--- config.mk ---
export PLATFORM = sky130hd
export DESIGN_NAME = nn_program_sequencer
export DESIGN_NICKNAME = d
export VERILOG_FILES = /design/src/rtl/nn_seq_pkg.sv /design/src/rtl/nn_layer_walker.sv /design/src/rtl/nn_program_sequencer.sv
export SDC_FILE = /design/constraint.sdc
export NUM_CORES = 1
export LEC_CHECK = 0
export CAP_MARGIN = 5
export CORE_MARGIN = 2
export CORE_UTILIZATION = 60
export DETAILED_ROUTE_END_ITERATION = 10
export DONT_BUFFER_PORTS = 1
export GPL_TIMING_DRIVEN = 0
export MAX_ROUTING_LAYER = met4
export PLACE_DENSITY = 0.87
export SLEW_MARGIN = 0
export SYNTH_ARGS = -nofsm -noshare
export SYNTH_HDL_FRONTEND = slang
export SYNTH_SLANG_ARGS = --single-unit
export TNS_END_PERCENT = 50
--- constraint.sdc ---
create_clock -name clk -period 6.2 [get_ports clk]
set_input_delay 0.93 -clock clk [delete_from_list [all_inputs] [get_ports clk]]
set_output_delay 0.93 -clock clk [all_outputs]
set_load 0.005 [all_outputs]
--- src/rtl/nn_seq_pkg.sv ---
// nn_seq_pkg: opcode encodings, sequencer FSM states and decode helpers.
// Latency: n/a (declarations only).
// Backpressure: n/a.
package nn_seq_pkg;

  localparam int OP_NOP       = 0;
  localparam int OP_SET_LAYER = 1;
  localparam int OP_SET_COST  = 2;
  localparam int OP_LOAD_W    = 3;
  localparam int OP_FORWARD   = 4;
  localparam int OP_BACKPROP  = 5;
  localparam int OP_UPDATE    = 6;

  typedef enum logic [2:0] {
    S_IDLE,
    S_FETCH,
    S_DECODE,
    S_ROWS,
    S_LSTEP,
    S_LWAIT,
    S_DONE
  } seq_state_e;

  // Opcodes that walk every layer of the network with a per-layer handshake.
  function automatic logic is_layer_op(input int op);
    return (op == OP_FORWARD) || (op == OP_BACKPROP) || (op == OP_UPDATE);
  endfunction

endpackage

--- src/rtl/nn_layer_walker.sv ---
// nn_layer_walker: layer counter (ascending or descending) plus LSTEP/LWAIT handshake.
// Latency: layer advances on the edge that accepts layer_done_i in LWAIT.
// Backpressure: holds the current layer until the datapath raises layer_done_i in LWAIT.
// Ports: load_i/desc_i arm the walk, lstep_i/lwait_i give the parent's phase,
//        layer_o/is_load_o/last_o/adv_o report position and step completion.
module nn_layer_walker #(
  parameter int NUM_LAYERS = 4,
  parameter int LAYER_W    = 2
) (
  input  logic               clk,
  input  logic               rst_n,
  input  logic               load_i,
  input  logic               desc_i,
  input  logic               lstep_i,
  input  logic               lwait_i,
  input  logic               layer_done_i,
  output logic [LAYER_W-1:0] layer_o,
  output logic               is_load_o,
  output logic               last_o,
  output logic               adv_o
);

  localparam logic [LAYER_W-1:0] TOP = LAYER_W'(NUM_LAYERS - 1);

  logic [LAYER_W-1:0] layer_q, layer_d;
  logic               desc_q, desc_d;

  assign layer_o   = layer_q;
  assign is_load_o = lstep_i;
  // layer_done is deliberately ignored during LSTEP; only LWAIT consumes it.
  assign adv_o     = lwait_i & layer_done_i;
  assign last_o    = desc_q ? (layer_q == '0) : (layer_q == TOP);

  always_comb begin
    layer_d = layer_q;
    desc_d  = desc_q;
    if (load_i) begin
      desc_d  = desc_i;
      layer_d = desc_i ? TOP : '0;
    end else if (adv_o && !last_o) begin
      layer_d = desc_q ? layer_q - LAYER_W'(1) : layer_q + LAYER_W'(1);
    end
  end

  always_ff @(posedge clk or negedge rst_n) begin
    if (!rst_n) begin
      layer_q <= '0;
      desc_q  <= 1'b0;
    end else begin
      layer_q <= layer_d;
      desc_q  <= desc_d;
    end
  end

endmodule

--- src/rtl/nn_program_sequencer.sv ---
// nn_program_sequencer: fetches/decodes opcodes and drives layer-datapath strobes.
// Latency: 2 cycles per single-cycle op; LOAD_W 2+ROWS; layer ops 2 + per-layer handshake.
// Backpressure: layer ops stall in LWAIT until layer_done; code memory is never stalled.
// Ports: start/code_count begin a program; code_index/op/op_arg form the code-memory
//        read port; load_w/use_z/is_load/backprop_cost/is_update and the layer/row
//        indices drive the datapath; code_active/code_reset/err report status.
// Optional: define NN_SEQ_EPOCH_EN to add epochs/epoch_index and repeat the program.
module nn_program_sequencer
  import nn_seq_pkg::*;
#(
  parameter int OP_SIZE    = 4,
  parameter int ARG_W      = 8,
  parameter int NUM_LAYERS = 4,
  parameter int ROWS       = 3,
  parameter int CODE_W     = 32,
  parameter int LAYER_W    = (NUM_LAYERS > 1) ? $clog2(NUM_LAYERS) : 1,
  parameter int ROW_W      = (ROWS > 1) ? $clog2(ROWS) : 1
`ifdef NN_SEQ_EPOCH_EN
  ,
  parameter int EPOCH_W    = 16
`endif
) (
  input  logic               clk,
  input  logic               reset,
  input  logic               start,
  input  logic [CODE_W-1:0]  code_count,
  input  logic [OP_SIZE-1:0] op,
  input  logic [ARG_W-1:0]   op_arg,
  input  logic               layer_done,
`ifdef NN_SEQ_EPOCH_EN
  input  logic [EPOCH_W-1:0] epochs,
  output logic [EPOCH_W-1:0] epoch_index,
`endif
  output logic [CODE_W-1:0]  code_index,
  output logic               code_active,
  output logic               code_reset,
  output logic [LAYER_W-1:0] w_layer_index,
  output logic [ROW_W-1:0]   w_row_index,
  output logic               load_w,
  output logic               use_z,
  output logic               is_load,
  output logic               backprop_cost,
  output logic               is_update,
  output logic               err
);

  seq_state_e         state_q, state_d;
  logic [CODE_W-1:0]  idx_q, idx_d, count_q, count_d;
  logic [LAYER_W-1:0] layer_q, layer_d;
  logic [ROW_W-1:0]   row_q, row_d;
  logic [OP_SIZE-1:0] opk_q, opk_d;
  logic               cost_q, cost_d, err_q, err_d, code_reset_q, code_reset_d;
  logic               end_instr, walk_load, walk_last, walk_adv, in_walk;
  logic [LAYER_W-1:0] walk_layer;
`ifdef NN_SEQ_EPOCH_EN
  logic [EPOCH_W-1:0] epoch_q, epoch_d, epoch_last_q, epoch_last_d;
`endif

  nn_layer_walker #(
    .NUM_LAYERS(NUM_LAYERS),
    .LAYER_W   (LAYER_W)
  ) u_walker (
    .clk         (clk),
    .rst_n       (reset),
    .load_i      (walk_load),
    .desc_i      (int'(op) == OP_BACKPROP),
    .lstep_i     (state_q == S_LSTEP),
    .lwait_i     (state_q == S_LWAIT),
    .layer_done_i(layer_done),
    .layer_o     (walk_layer),
    .is_load_o   (is_load),
    .last_o      (walk_last),
    .adv_o       (walk_adv)
  );

  always_comb begin
    state_d      = state_q;
    idx_d        = idx_q;
    count_d      = count_q;
    layer_d      = layer_q;
    row_d        = row_q;
    opk_d        = opk_q;
    cost_d       = cost_q;
    err_d        = err_q;
    code_reset_d = 1'b0;
    walk_load    = 1'b0;
    end_instr    = 1'b0;
`ifdef NN_SEQ_EPOCH_EN
    epoch_d      = epoch_q;
    epoch_last_d = epoch_last_q;
`endif
    case (state_q)
      S_IDLE: if (start) begin
        count_d = code_count;
        idx_d   = '0;
`ifdef NN_SEQ_EPOCH_EN
        epoch_d      = '0;
        // Zero epochs behaves as a single pass.
        epoch_last_d = (epochs == '0) ? '0 : epochs - EPOCH_W'(1);
`endif
        if (code_count == '0) begin
          state_d      = S_DONE;
          code_reset_d = 1'b1;
        end else begin
          state_d = S_FETCH;
        end
      end
      S_FETCH: state_d = S_DECODE;
      S_DECODE: begin
        opk_d = op;
        if (is_layer_op(int'(op))) begin
          walk_load = 1'b1;
          state_d   = S_LSTEP;
        end else if (int'(op) == OP_LOAD_W) begin
          row_d   = '0;
          state_d = S_ROWS;
        end else begin
          end_instr = 1'b1;
          if (int'(op) == OP_SET_LAYER) begin
            if (int'(op_arg) >= NUM_LAYERS) err_d = 1'b1;
            else                            layer_d = LAYER_W'(op_arg);
          end else if (int'(op) == OP_SET_COST) begin
            cost_d = op_arg[0];
          end else if (int'(op) > OP_UPDATE) begin
            err_d = 1'b1;  // illegal opcode then falls through as a NOP
          end
        end
      end
      S_ROWS: begin
        if (row_q == ROW_W'(ROWS - 1)) begin
          row_d     = '0;
          end_instr = 1'b1;
        end else begin
          row_d = row_q + ROW_W'(1);
        end
      end
      S_LSTEP: state_d = S_LWAIT;
      S_LWAIT: if (walk_adv) begin
        if (walk_last) end_instr = 1'b1;
        else           state_d   = S_LSTEP;
      end
      S_DONE: begin
        idx_d   = '0;
        state_d = S_IDLE;
      end
      default: state_d = S_IDLE;
    endcase

    if (end_instr) begin
      if (idx_q == count_q - CODE_W'(1)) begin
        idx_d        = '0;
        code_reset_d = 1'b1;
        state_d      = S_DONE;
`ifdef NN_SEQ_EPOCH_EN
        // Another epoch remains: restart at index 0 without dropping code_active.
        if (epoch_q != epoch_last_q) begin
          epoch_d = epoch_q + EPOCH_W'(1);
          state_d = S_FETCH;
        end
`endif
      end else begin
        idx_d   = idx_q + CODE_W'(1);
        state_d = S_FETCH;
      end
    end
  end

  always_ff @(posedge clk or negedge reset) begin
    if (!reset) begin
      state_q      <= S_IDLE;
      idx_q        <= '0;
      count_q      <= '0;
      layer_q      <= '0;
      row_q        <= '0;
      opk_q        <= '0;
      cost_q       <= 1'b0;
      err_q        <= 1'b0;
      code_reset_q <= 1'b0;
`ifdef NN_SEQ_EPOCH_EN
      epoch_q      <= '0;
      epoch_last_q <= '0;
`endif
    end else begin
      state_q      <= state_d;
      idx_q        <= idx_d;
      count_q      <= count_d;
      layer_q      <= layer_d;
      row_q        <= row_d;
      opk_q        <= opk_d;
      cost_q       <= cost_d;
      err_q        <= err_d;
      code_reset_q <= code_reset_d;
`ifdef NN_SEQ_EPOCH_EN
      epoch_q      <= epoch_d;
      epoch_last_q <= epoch_last_d;
`endif
    end
  end

  assign in_walk       = (state_q == S_LSTEP) || (state_q == S_LWAIT);
  assign code_index    = idx_q;
  assign code_active   = (state_q != S_IDLE) && (state_q != S_DONE);
  assign code_reset    = code_reset_q;
  assign w_layer_index = in_walk ? walk_layer : layer_q;
  assign w_row_index   = row_q;
  assign load_w        = (state_q == S_ROWS);
  assign use_z         = in_walk && (int'(opk_q) == OP_FORWARD);
  assign is_update     = in_walk && (int'(opk_q) == OP_UPDATE);
  assign backprop_cost = in_walk && (int'(opk_q) == OP_BACKPROP) && cost_q &&
                         (walk_layer == LAYER_W'(NUM_LAYERS - 1));
  assign err           = err_q;
`ifdef NN_SEQ_EPOCH_EN
  assign epoch_index   = epoch_q;
`endif

endmodule
# After elaboration in Yosys (flattened, before gate mapping)
# Cells that the tools add are included.
[word_totals] regBits=81 output_inout_bits=44 elab_cells=117
[op_classes] addsub=5 n_lt_le_gt_ge=2 n_eq_ne=28 muxes=40 bitwise_logic=5 reduce_logical=26
[op_table] cell="two-way mux 32 bit" count=3
[op_table] cell="one-hot mux 32 bit (2 select lines)" count=1
[op_table] cell="adder 32 x 1 -> 32 bit (second input constant)" count=1
[op_table] cell="== test 32 bit" count=1
[op_table] cell="zero test 32 bit" count=1
[op_table] cell="subtractor 32 x 1 -> 32 bit (second input constant)" count=1
[op_table] cell="== test 4 bit (second input constant)" count=6
[op_table] cell="two-way mux 3 bit" count=8
[op_table] cell="one-hot mux 3 bit (6 select lines)" count=1
[op_table] cell="two-way mux 1 bit" count=17
[op_table] cell="two-way mux 2 bit" count=8
[op_table] cell="AND reduction 5 bit" count=3
[op_table] cell="inequality test 3 bit (second input constant)" count=4
[op_table] cell="== test 3 bit (second input constant)" count=3
[op_table] cell="== test 4 x 3 -> 1 bit (second input constant)" count=2
[op_table] cell="greater-or-equal comparator 8 x 3 -> 1 bit (second input constant)" count=1
[op_table] cell="logical AND 1 bit" count=7
[op_table] cell="== test 3 x 2 -> 1 bit (second input constant)" count=2
[op_table] cell="inequality test 2 bit (second input constant)" count=3
[op_table] cell="AND reduction 6 bit" count=1
[op_table] cell="nonzero test 2 bit" count=3
[op_table] cell="nonzero test 3 bit" count=2
[op_table] cell="adder 2 x 1 -> 2 bit (second input constant)" count=2
[op_table] cell="== test 2 bit (second input constant)" count=2
[op_table] cell="other kinds (16)" count=23

# Logic depth before layout (Yosys ltp)
# Gate-level depths: netlist (run 1).
[logic_depth] depth_word=7 ltp_mapped=13

# Cells and area by module
# A second synthesis (run 1) with hierarchy kept.
[unflattened] cells_unflattened=592 area_unflattened_um2=5315.1
[by_module_without_submodules] module="nn_program_sequencer" instances=1 cells_per_inst=570 area_per_inst_um2=5131.2 seq_area_each_um2=1951.9
[by_module_without_submodules] module="nn_layer_walker" instances=1 cells_per_inst=22 area_per_inst_um2=183.9 seq_area_each_um2=75.1

# Worst setup path before layout (run 1)
# Ideal clock, no wire load.
[synth_timing] path_kind="input to register" from="input port op[0]" to="register idx_q[21] (netlist: code_index[21])" setup_time_ns=0.121 arrival_ns=2.850 required_time_ns=6.079 setup_slack_ns=3.229 path_stages=11 path_buffers=2 path_cell_list="and3b_1 o21ai_0 a21oi_1 a21oi_1 and4_1 buf_2 and4_1 clkbuf_1 nand4_1 xor2_1 nor2_1"
[synth_between] elab_chain_cells=7 word_cells_on_any_way=13 classes_between="5 x eq/ne; 4 x mux; 4 x reduce/logical"
[synth_lines] item="start: declaration" line="nn_program_sequencer.sv:27" source="input logic [OP_SIZE-1:0] op,"
[synth_lines] item="== test 4 bit" line="nn_seq_pkg.sv:26" source="return (op == OP_FORWARD) || (op == OP_BACKPROP) || (op == OP_UPDATE);"
[synth_lines] item="logical OR 1 bit (2 in a row)" line="nn_seq_pkg.sv:26"
[synth_lines] item="two-way mux 1 bit *" line="nn_program_sequencer.sv:111" source="if (is_layer_op(int'(op))) begin"
[synth_lines] item="one-hot mux 1 bit (3 select lines) *" line="nn_program_sequencer.sv:92" source="case (state_q)"
[synth_lines] item="inequality test 3 bit (no line) or nonzero test 3 bit (tied branches)"
[synth_lines] item="AND reduction 2 bit (no line)"
[synth_lines] item="end signal: assignment" line="nn_program_sequencer.sv:185" source="idx_q <= idx_d;"
[synth_lines] item="end: declaration" line="nn_program_sequencer.sv:48" source="logic [CODE_W-1:0] idx_q, idx_d, count_q, count_d;"
# Mark *: on every way between the ends. The rest lies on a longest branch, timed or not.
# A chain may end at the register's enable or synchronous reset.

# Final worst setup path (run 1)
[layout_timing] from="register count_q[6]" to="register idx_q[7] (netlist: code_index[7])"
[layout_between] elab_chain_cells=4
[layout_lines] item="start: declaration" line="nn_program_sequencer.sv:48"
[layout_lines] item="start signal: assignment" line="nn_program_sequencer.sv:186" source="count_q <= count_d;"
[layout_lines] item="subtractor 32 x 1 -> 32 bit" line="nn_program_sequencer.sv:150" source="if (idx_q == count_q - CODE_W'(1)) begin"
[layout_lines] item="== test 32 bit" line="nn_program_sequencer.sv:150"
[layout_lines] item="two-way mux 32 bit" line="nn_program_sequencer.sv:150"
[layout_lines] item="two-way mux 32 bit" line="nn_program_sequencer.sv:149" source="if (end_instr) begin"
# No other way between the ends.

==> out/summary.log, run 1 <==
[run_status] outcome complete, no violations
[placed_design] Port Buffer Count 0
[floorplanning] Row Count 33
[synth] Synth Warn # 0
[synth] count of mapped cells out of synthesis 541
[synth] Synthesized Nets 591
[grt] total routing resource utilization after global routing 29.3%
[setup_path] Setup crit end kind register
[power] Leak Pwr 0.00220 µW
[synth] Post-synth top cells dfrtp_1, nor2_1, mux2_2
[setup_path] sort of element at the start of the critical path register
[drt] top layer in use met4
[grt] via count of the first global-routing pass 4266
[timing] Final setup viols 0
[timing] setup TNS 0 ns
[synth] dominant combinational cell family by area after synthesis simple AND/OR/NAND/NOR gates
[cells_and_area] layout net count 602
[synth] dominant cell type by area after synthesis dfrtp_1
[drt] met3 wirelength from detailed routing 953 µm
[grt] largest net degree at the start of global routing 82
[clock_network] clock-pin slew on the worst setup and hold paths 0.09 ns
[clock_network] Setup Fix Bufs, Post-CTS 0
[setup_path] WP data required 6.45 ns
[clock_network] CTS resizes 0
[clock_network] worst skew pair latency 0.37 ns
[clock_network] number of buffers created by CTS 9
[drt] vias 4231
[setup_path] Crit path arrival time 3.66 ns
[synth] portion of synthesized cell area occupied by the leading cell type 39.6%
[synth] count leader, synth dfrtp_1
[clock_network] depth of the CTS H-tree 3
[drt] overall routed net length 12700 µm
[timing] setup repair after global routing missed its margin no
[cells_and_area] post-route core utilization 66.2%
[synth] Cell variety after synth 63
[setup_path] maximum fanout count along the critical path 10
[cells_and_area] fraction of final layout cells sized beyond drive strength 1 15.3%
[timing] Final Slew Violations 0
[cells_and_area] sequential cell area in the final layout 2030 µm²
[clock_network] Clock Sinks 81
[floorplanning] DIE HEIGHT 96.4 µm
[placed_design] Inst Count DP 646
[timing] timing-limited maximum frequency 0.293 GHz
[synth] dominant cells by area after synthesis dfrtp_1, mux2_2, xor2_1
[placed_design] Final Wtd Congestion 0.993
[drt] drt first pass iters 5
[synth] sequential element share of the synthesized area 39.6%
[floorplanning] core region area 8260 µm²
[timing] measured slew at the worst slew-check pin 0.672 ns
[clock_network] clock tree from TritonCTS yes
[synth] asr flop ratio synth 100%
[placed_design] Detailed Place HPWL 9550 µm
[cells_and_area] footprint of the multi-input gates 2930 µm²
[synth] Post-Synth Adder-Cell Area 0.488%
[drt] post-detailed-route via-to-cell ratio 6.39
[drt] wire length on met2 6210 µm
[drt] Routed met1 length 5390 µm
[drt] Antenna Violating Nets Remaining 0
[clock_network] Clock Path Buffers 2
[synth] compound-gate portion of the synthesized area 8.79%
[cells_and_area] synth-to-layout area growth 6.74%
[timing] endpoints failing hold 0
[synth] Post-Synth XOR/XNOR Area 10.6%
[timing] final critical-path required period 3.41 ns
[grt] remaining global-route overflow 0
[synth] total of flip-flops plus latches after synthesis 81
[drt] Remaining DRCs 0
[clock_network] CTS Hold Buffers Added 0
[cells_and_area] Antenna Cells 0
[clock_network] clock root buffer master clkbuf_8
[power] pwr/cell area 423 nW/µm²
[synth] multiplexer share of the synthesized area 11.0%
[timing] portion of the clock cycle consumed by the worst path in the final layout 55.0%
[synth] average size of a mapped cell 9.47 µm²
[drt] first-iteration detailed-routing DRC count 299
[synth] area fraction in and, or, nand and nor cells after synthesis 26.2%
[setup_path] critical path start-end classification register to register
[worst_hold_path] kind of path behind the tightest hold check input pin to asynchronous set/reset pin
[synth] post-synthesis instance area 5120 µm²
[floorplanning] die outline width 96.4 µm
[drt] wire length per cell 19.2 µm
[grt] number of antenna violations at the first check in global routing 0
[floorplanning] initial core utilization 62.1%
[floorplanning] DIE AREA 9300 µm²
[job] reported max-cap violation count 0
[timing] normalized max-slew margin 55.2%
[synth] Synth Flop Type dfrtp_1
[floorplanning] top-level port count 92
[cells_and_area] Final Non-Filler Cells 662
[cells_and_area] number of fill cells in the layout 681
[power] Worst VDD drop 0.188 mV
[timing] largest clock skew in the final design 0.0154 ns
[synth] number of flops mapped to enable cells by yosys 0
[grt] global-route wire length before repair 20300 µm
## placed cells by master (no fill, tap or decap), types with 4 or more instances in the layout
master and n:
clkbuf_8 11, o21ai_0 19, nor4_1 14, inv_1 13
xor2_1 37, buf_2 4, and3_1 9, nand2b_1 11
nand2_1 34, mux2_2 43, nor2_1 68, and4_1 6
buf_6 4, nand3_1 17, nor2b_1 4, a31oi_1 6
or3_1 7, nor3_1 18, xnor2_1 25, dfrtp_1 81
o22ai_1 6, mux2i_1 8, or4_1 4, a21oi_1 13
nand4_1 13, clkbuf_1 15, nand3b_1 5
## kinds of logic (layout without fill, tap and decap cells)
family | count (synthesis) | after routing
xor gates and xnor gates | 62 | 62
AOI/OAI and AO/OA | 68 | 68
DFF | 81 | 81
adders and majority gates | 2 | 2
buffers and inverters | 36 | 52
and+or+nand+nor | 241 | 241
muxes | 51 | 51
## routing by layer
| metal | vias to the layer above | GRT usage, % |
|---|---|---|
| li1 | 1963 | - |
| met1 | 2073 | 37.6 |
| met2 | 177 | 47.9 |
| met3 | 18 | 5.59 |
| met4 | 0 | 7.98 |
| met5 | - | - |
## state kept, by name (all words and copies together) (netlist names)
signal and flops:
state_q 3, code_index 32, count_q 32, layer_q 2
u_walker.layer_o 2, u_walker.desc_q 1, opk_q 4, code_reset 1
w_row_index 2, cost_q 1, err 1
## critical path, stage by stage, from the launching register on
cell	delay [ns]
dfrtp_1	0.38
buf_6	0.14
nor4_2	0.50
and3_1	0.25
nand2_1	0.13
or3_1	0.39
a2111oi_2	0.43
o2111ai_2	0.22
o21ai_2	0.31
and2_4	0.20
buf_6	0.15
buf_6	0.16
nor2_1	0.06
## where the power goes
part	leakage, µW	switching [µW]	internal, µW
clock	0.000102	209	210
sequential	0.00104	205	679
combinational	0.00105	543	467
## metrics by stage
stage / power (µW) / setup slack [ns] / hold WS, ns / instance area, µm²
6_report: 2310 / 2.79 / 0.248 / 5470
5_1_grt: 2450 / 2.55 / 0.229 / 5470
4_1_cts: 2310 / 2.83 / 0.244 / 5470
3_5_place_dp: 1880 / 2.62 / 0.495 / 5260
3_3_place_gp: 1830 / 2.69 / 0.481 / 5260
2_1_floorplan: 1640 / 3.23 / 0.454 / 5120
## final cells by class
class,instances,share of cell area (%)
multi-input combinational,424,53.5
sequential,81,37.1
buffer,23,2.22
clock buffer,11,2.77
tap,105,2.40
clock inverter,5,1.14
inverter,13,0.892
## final timing paths
path,startpoint,endpoint,slack (ns),cells after the start
setup / recovery,count_q[6],code_index[7],2.79,12
setup reg to reg,count_q[6],code_index[7],2.79,12
max in group asynchronous,reset,code_index[5],5.75,0
min in group clk,opk_q[3],opk_q[3],0.52,1
hold / removal,reset,u_walker.layer_o[0],0.25,0
hold reg to reg,opk_q[3],opk_q[3],0.52,1
Note: power is estimated with default switching activity, not from simulation.
==> inputs of run 2 (changes only) <==
--- a/config.mk
+++ b/config.mk
@@ -7,7 +7,7 @@
 export LEC_CHECK = 0
 export CAP_MARGIN = 5
 export CORE_MARGIN = 2
-export CORE_UTILIZATION = 60
+export CORE_UTILIZATION = 58
 export DETAILED_ROUTE_END_ITERATION = 10
 export DONT_BUFFER_PORTS = 1
 export GPL_TIMING_DRIVEN = 0
==> constraint.sdc (replaced) <==
create_clock -name clk -period 2.8 [get_ports clk]
set_input_delay 0.42 -clock clk [delete_from_list [all_inputs] [get_ports clk]]
set_output_delay 0.42 -clock clk [all_outputs]
set_load 0.005 [all_outputs]
==> out/summary.log, run 2 (synthesis gave the netlist of run 1 again) <==
[run_status] outcome finished with violations [was complete, no violations]
[run_status] violated checks negative setup slack
[timing] final critical-path required period 2.99 ns [was 3.41 ns]
[grt] number of antenna violations at the first check in global routing 0 [unchanged]
[job] reported max-cap violation count 0 [unchanged]
[worst_hold_path] kind of path behind the tightest hold check input pin to register [was input pin to asynchronous set/reset pin]
[placed_design] Detailed Place HPWL 9560 µm [was 9550 µm]
[cells_and_area] Antenna Cells 0 [unchanged]
[cells_and_area] synth-to-layout area growth 16.4% [was 6.74%]
[timing] setup repair after global routing missed its margin yes [was no]
[setup_path] buffer and inverter count on the worst path 4 [was 3]
[cells_and_area] fraction of final layout cells sized beyond drive strength 1 26.4% [was 15.3%]
[floorplanning] top-level port count 92 [unchanged]
[drt] first-iteration detailed-routing DRC count 322 [was 299]
[power] pwr/cell area 963 nW/µm² [was 423 nW/µm²]
[clock_network] number of buffers created by CTS 9 [unchanged]
[clock_network] clock root buffer master clkbuf_8 [unchanged]
[placed_design] Final Wtd Congestion 1.03 [was 0.993]
[timing] portion of the clock cycle consumed by the worst path in the final layout 107% [was 55.0%]
[grt] global-route wire length before repair 22600 µm [was 20300 µm]
[clock_network] clock tree from TritonCTS yes [unchanged]
[floorplanning] die outline width 98 µm [was 96.4 µm]
[setup_path] critical path start-end classification register to register [unchanged]
[timing] Final Slew Violations 0 [unchanged]
[timing] final setup slack of the worst path -0.190 ns [was 2.79 ns]
[setup_path] cell with the biggest individual delay on the critical path dfrtp_1 [was nor4_2]
[floorplanning] initial core utilization 59.3% [was 62.1%]
[grt] total routing resource utilization after global routing 30.3% [was 29.3%]
[drt] wire length per cell 20.3 µm [was 19.2 µm]
[timing] timing-limited maximum frequency 0.334 GHz [was 0.293 GHz]
[drt] Remaining DRCs 0 [unchanged]
[setup_path] Critical Path Max Stage Delay 0.38 ns [was 0.50 ns]
[clock_network] Clock Path Buffers 2 [unchanged]
[timing] Final setup viols 33 [was 0]
[floorplanning] DIE HEIGHT 98 µm [was 96.4 µm]
[drt] overall routed net length 14000 µm [was 12700 µm]
[timing] normalized max-slew margin 55.9% [was 55.2%]
[setup_path] maximum fanout count along the critical path 8 [was 10]
[placed_design] pre-CTS setup slack -0.587 ns [was 2.62 ns]
[setup_path] critical path, cell by cell buf_6 -> or3_4 -> buf_6 -> or3_4 -> o31a_1 -> o21a_1 -> o21a_1 -> o2111ai_4 -> o21ai_4 -> and2_4 -> buf_8 -> buf_12 -> nor2_4 [was buf_6 -> nor4_2 -> and3_1 -> nand2_1 -> or3_1 -> a2111oi_2 -> o2111ai_2 -> o21ai_2 -> and2_4 -> buf_6 -> buf_6 -> nor2_1]
[timing] largest clock skew in the final design 0.0138 ns [was 0.0154 ns]
[drt] drt first pass iters 4 [was 5]
[cells_and_area] layout net count 626 [was 602]
[setup_path] gate family responsible for the most delay along the worst path compound AO/OA/AOI/OAI gates [was simple AND/OR/NAND/NOR gates]
[power] Worst VDD drop 0.483 mV [was 0.188 mV]
[cells_and_area] commonest cells after routing, fill and taps aside dfrtp_1, nor2_1, mux2_2 [unchanged]
[timing] endpoints failing hold 0 [unchanged]
[cells_and_area] post-route core utilization 69.1% [was 66.2%]
[setup_path] Crit path arrival time 3.28 ns [was 3.66 ns]
[floorplanning] core region area 8640 µm² [was 8260 µm²]
[drt] vias 4376 [was 4231]
[setup_path] R2R setup slack -0.19 ns [was 2.79 ns]
[setup_path] Setup crit end kind register [unchanged]
[floorplanning] Row Count 34 [was 33]
[grt] via count of the first global-routing pass 4377 [was 4266]
[cells_and_area] most frequent standard cell in the layout excluding fill and tap cells dfrtp_1 [unchanged]
[drt] post-detailed-route via-to-cell ratio 6.36 [was 6.39]
[clock_network] Clock Sinks 81 [unchanged]
[setup_path] WP data required 3.09 ns [was 6.45 ns]
[grt] largest net degree at the start of global routing 82 [unchanged]
[power] Leak Pwr 0.00232 µW [was 0.00220 µW]
[clock_network] worst skew pair latency 0.36 ns [was 0.37 ns]
[timing] measured slew at the worst slew-check pin 0.656 ns [was 0.672 ns]
[grt] remaining global-route overflow 0 [unchanged]
[setup_path] sort of element at the start of the critical path register [unchanged]
[floorplanning] DIE AREA 9600 µm² [was 9300 µm²]
[drt] Antenna Violating Nets Remaining 0 [unchanged]
[placed_design] Port Buffer Count 0 [unchanged]
[clock_network] depth of the CTS H-tree 3 [unchanged]
[clock_network] clock-pin slew on the worst setup and hold paths 0.08 ns [was 0.09 ns]
[run 2: cell count changes in the layout (fill, tap and decap cells not counted), sizes merged]
cell	delta
bufinv	-1
clkinvlp	+1
buf	+25
clkinv	+1
inv	-1
clkbuf	-3
dlygate4sd3	+1
[run 2: timing repair]
action | 4_1_cts | 5_1_grt
pin swaps | 37 | 12
cloned | 1 | 0
buffers inserted | 16 | 8
hold buffers | 2 | 0
endpoints found under the hold margin | 81 | 0
setup endpoints to repair | 36 | 36
resized for setup | 62 | 13
[run 2: final timing paths]
kind	startpoint	endpoint	depth (start not counted)
worst max-delay path	count_q[22]	code_index[18]	13
worst min-delay path	code_count[20]	count_q[20]	2
worst max register to register	count_q[22]	code_index[18]	13
worst min register to register	opk_q[3]	opk_q[3]	1
max in group asynchronous	reset	count_q[10]	2
min in group asynchronous	reset	u_walker.layer_o[1]	2
[run 2: layout make-up]
class / count / area [µm²]
Multi-Input combinational cell: 424 / 3190
Fill cell: 646 / 2670
Sequential cell: 81 / 2040
Timing Repair Buffer: 27 / 262
Clock buffer: 10 / 138
Tap cell: 108 / 135
Buffer: 20 / 125
Inverter: 13 / 48.8
Clock inverter: 5 / 32.5
[run 2: worst reg2reg max path: stages, from the launching register on]
cell	delay, ns
dfrtp_1	0.38
buf_6	0.12
or3_4	0.36
buf_6	0.12
or3_4	0.34
o31a_1	0.29
o21a_1	0.18
o21a_1	0.22
o2111ai_4	0.27
o21ai_4	0.10
and2_4	0.17
buf_8	0.13
buf_12	0.15
nor2_4	0.10
[run 2: layer usage]
layer	GRT usage [%]	wire [µm]	up-vias	part of all wire, %
met5	-	0	-	0
met4	8.12	219	0	1.6
met3	7.80	1070	26	7.7
met2	48.7	7010	180	50
met1	38.3	5660	2165	41
li1	-	-	2005	-
[run 2: stage by stage]
| step | power [µW] | instances | hold slack (ns) | cell area [µm²] | TNS, ns |
|---|---|---|---|---|---|
| floorplan | 3650 | 541 | 0.124 | 5140 | -0.175 |
| global placement | 4060 | 649 | 0.126 | 5270 | -12.19 |
| detailed placement | 4190 | 649 | 0.126 | 5270 | -13.67 |
| CTS | 5570 | 680 | 0.180 | 5870 | -2.61 |
| global route | 6070 | 688 | 0.183 | 5960 | -9.31 |
| finish | 5750 | 688 | 0.181 | 5960 | -4.11 |
[run 2: where the power goes]
group	internal, µW	total, µW	switching (µW)
combinational	1440	2940	1500
sequential	1510	2030	517
clock	338	777	439
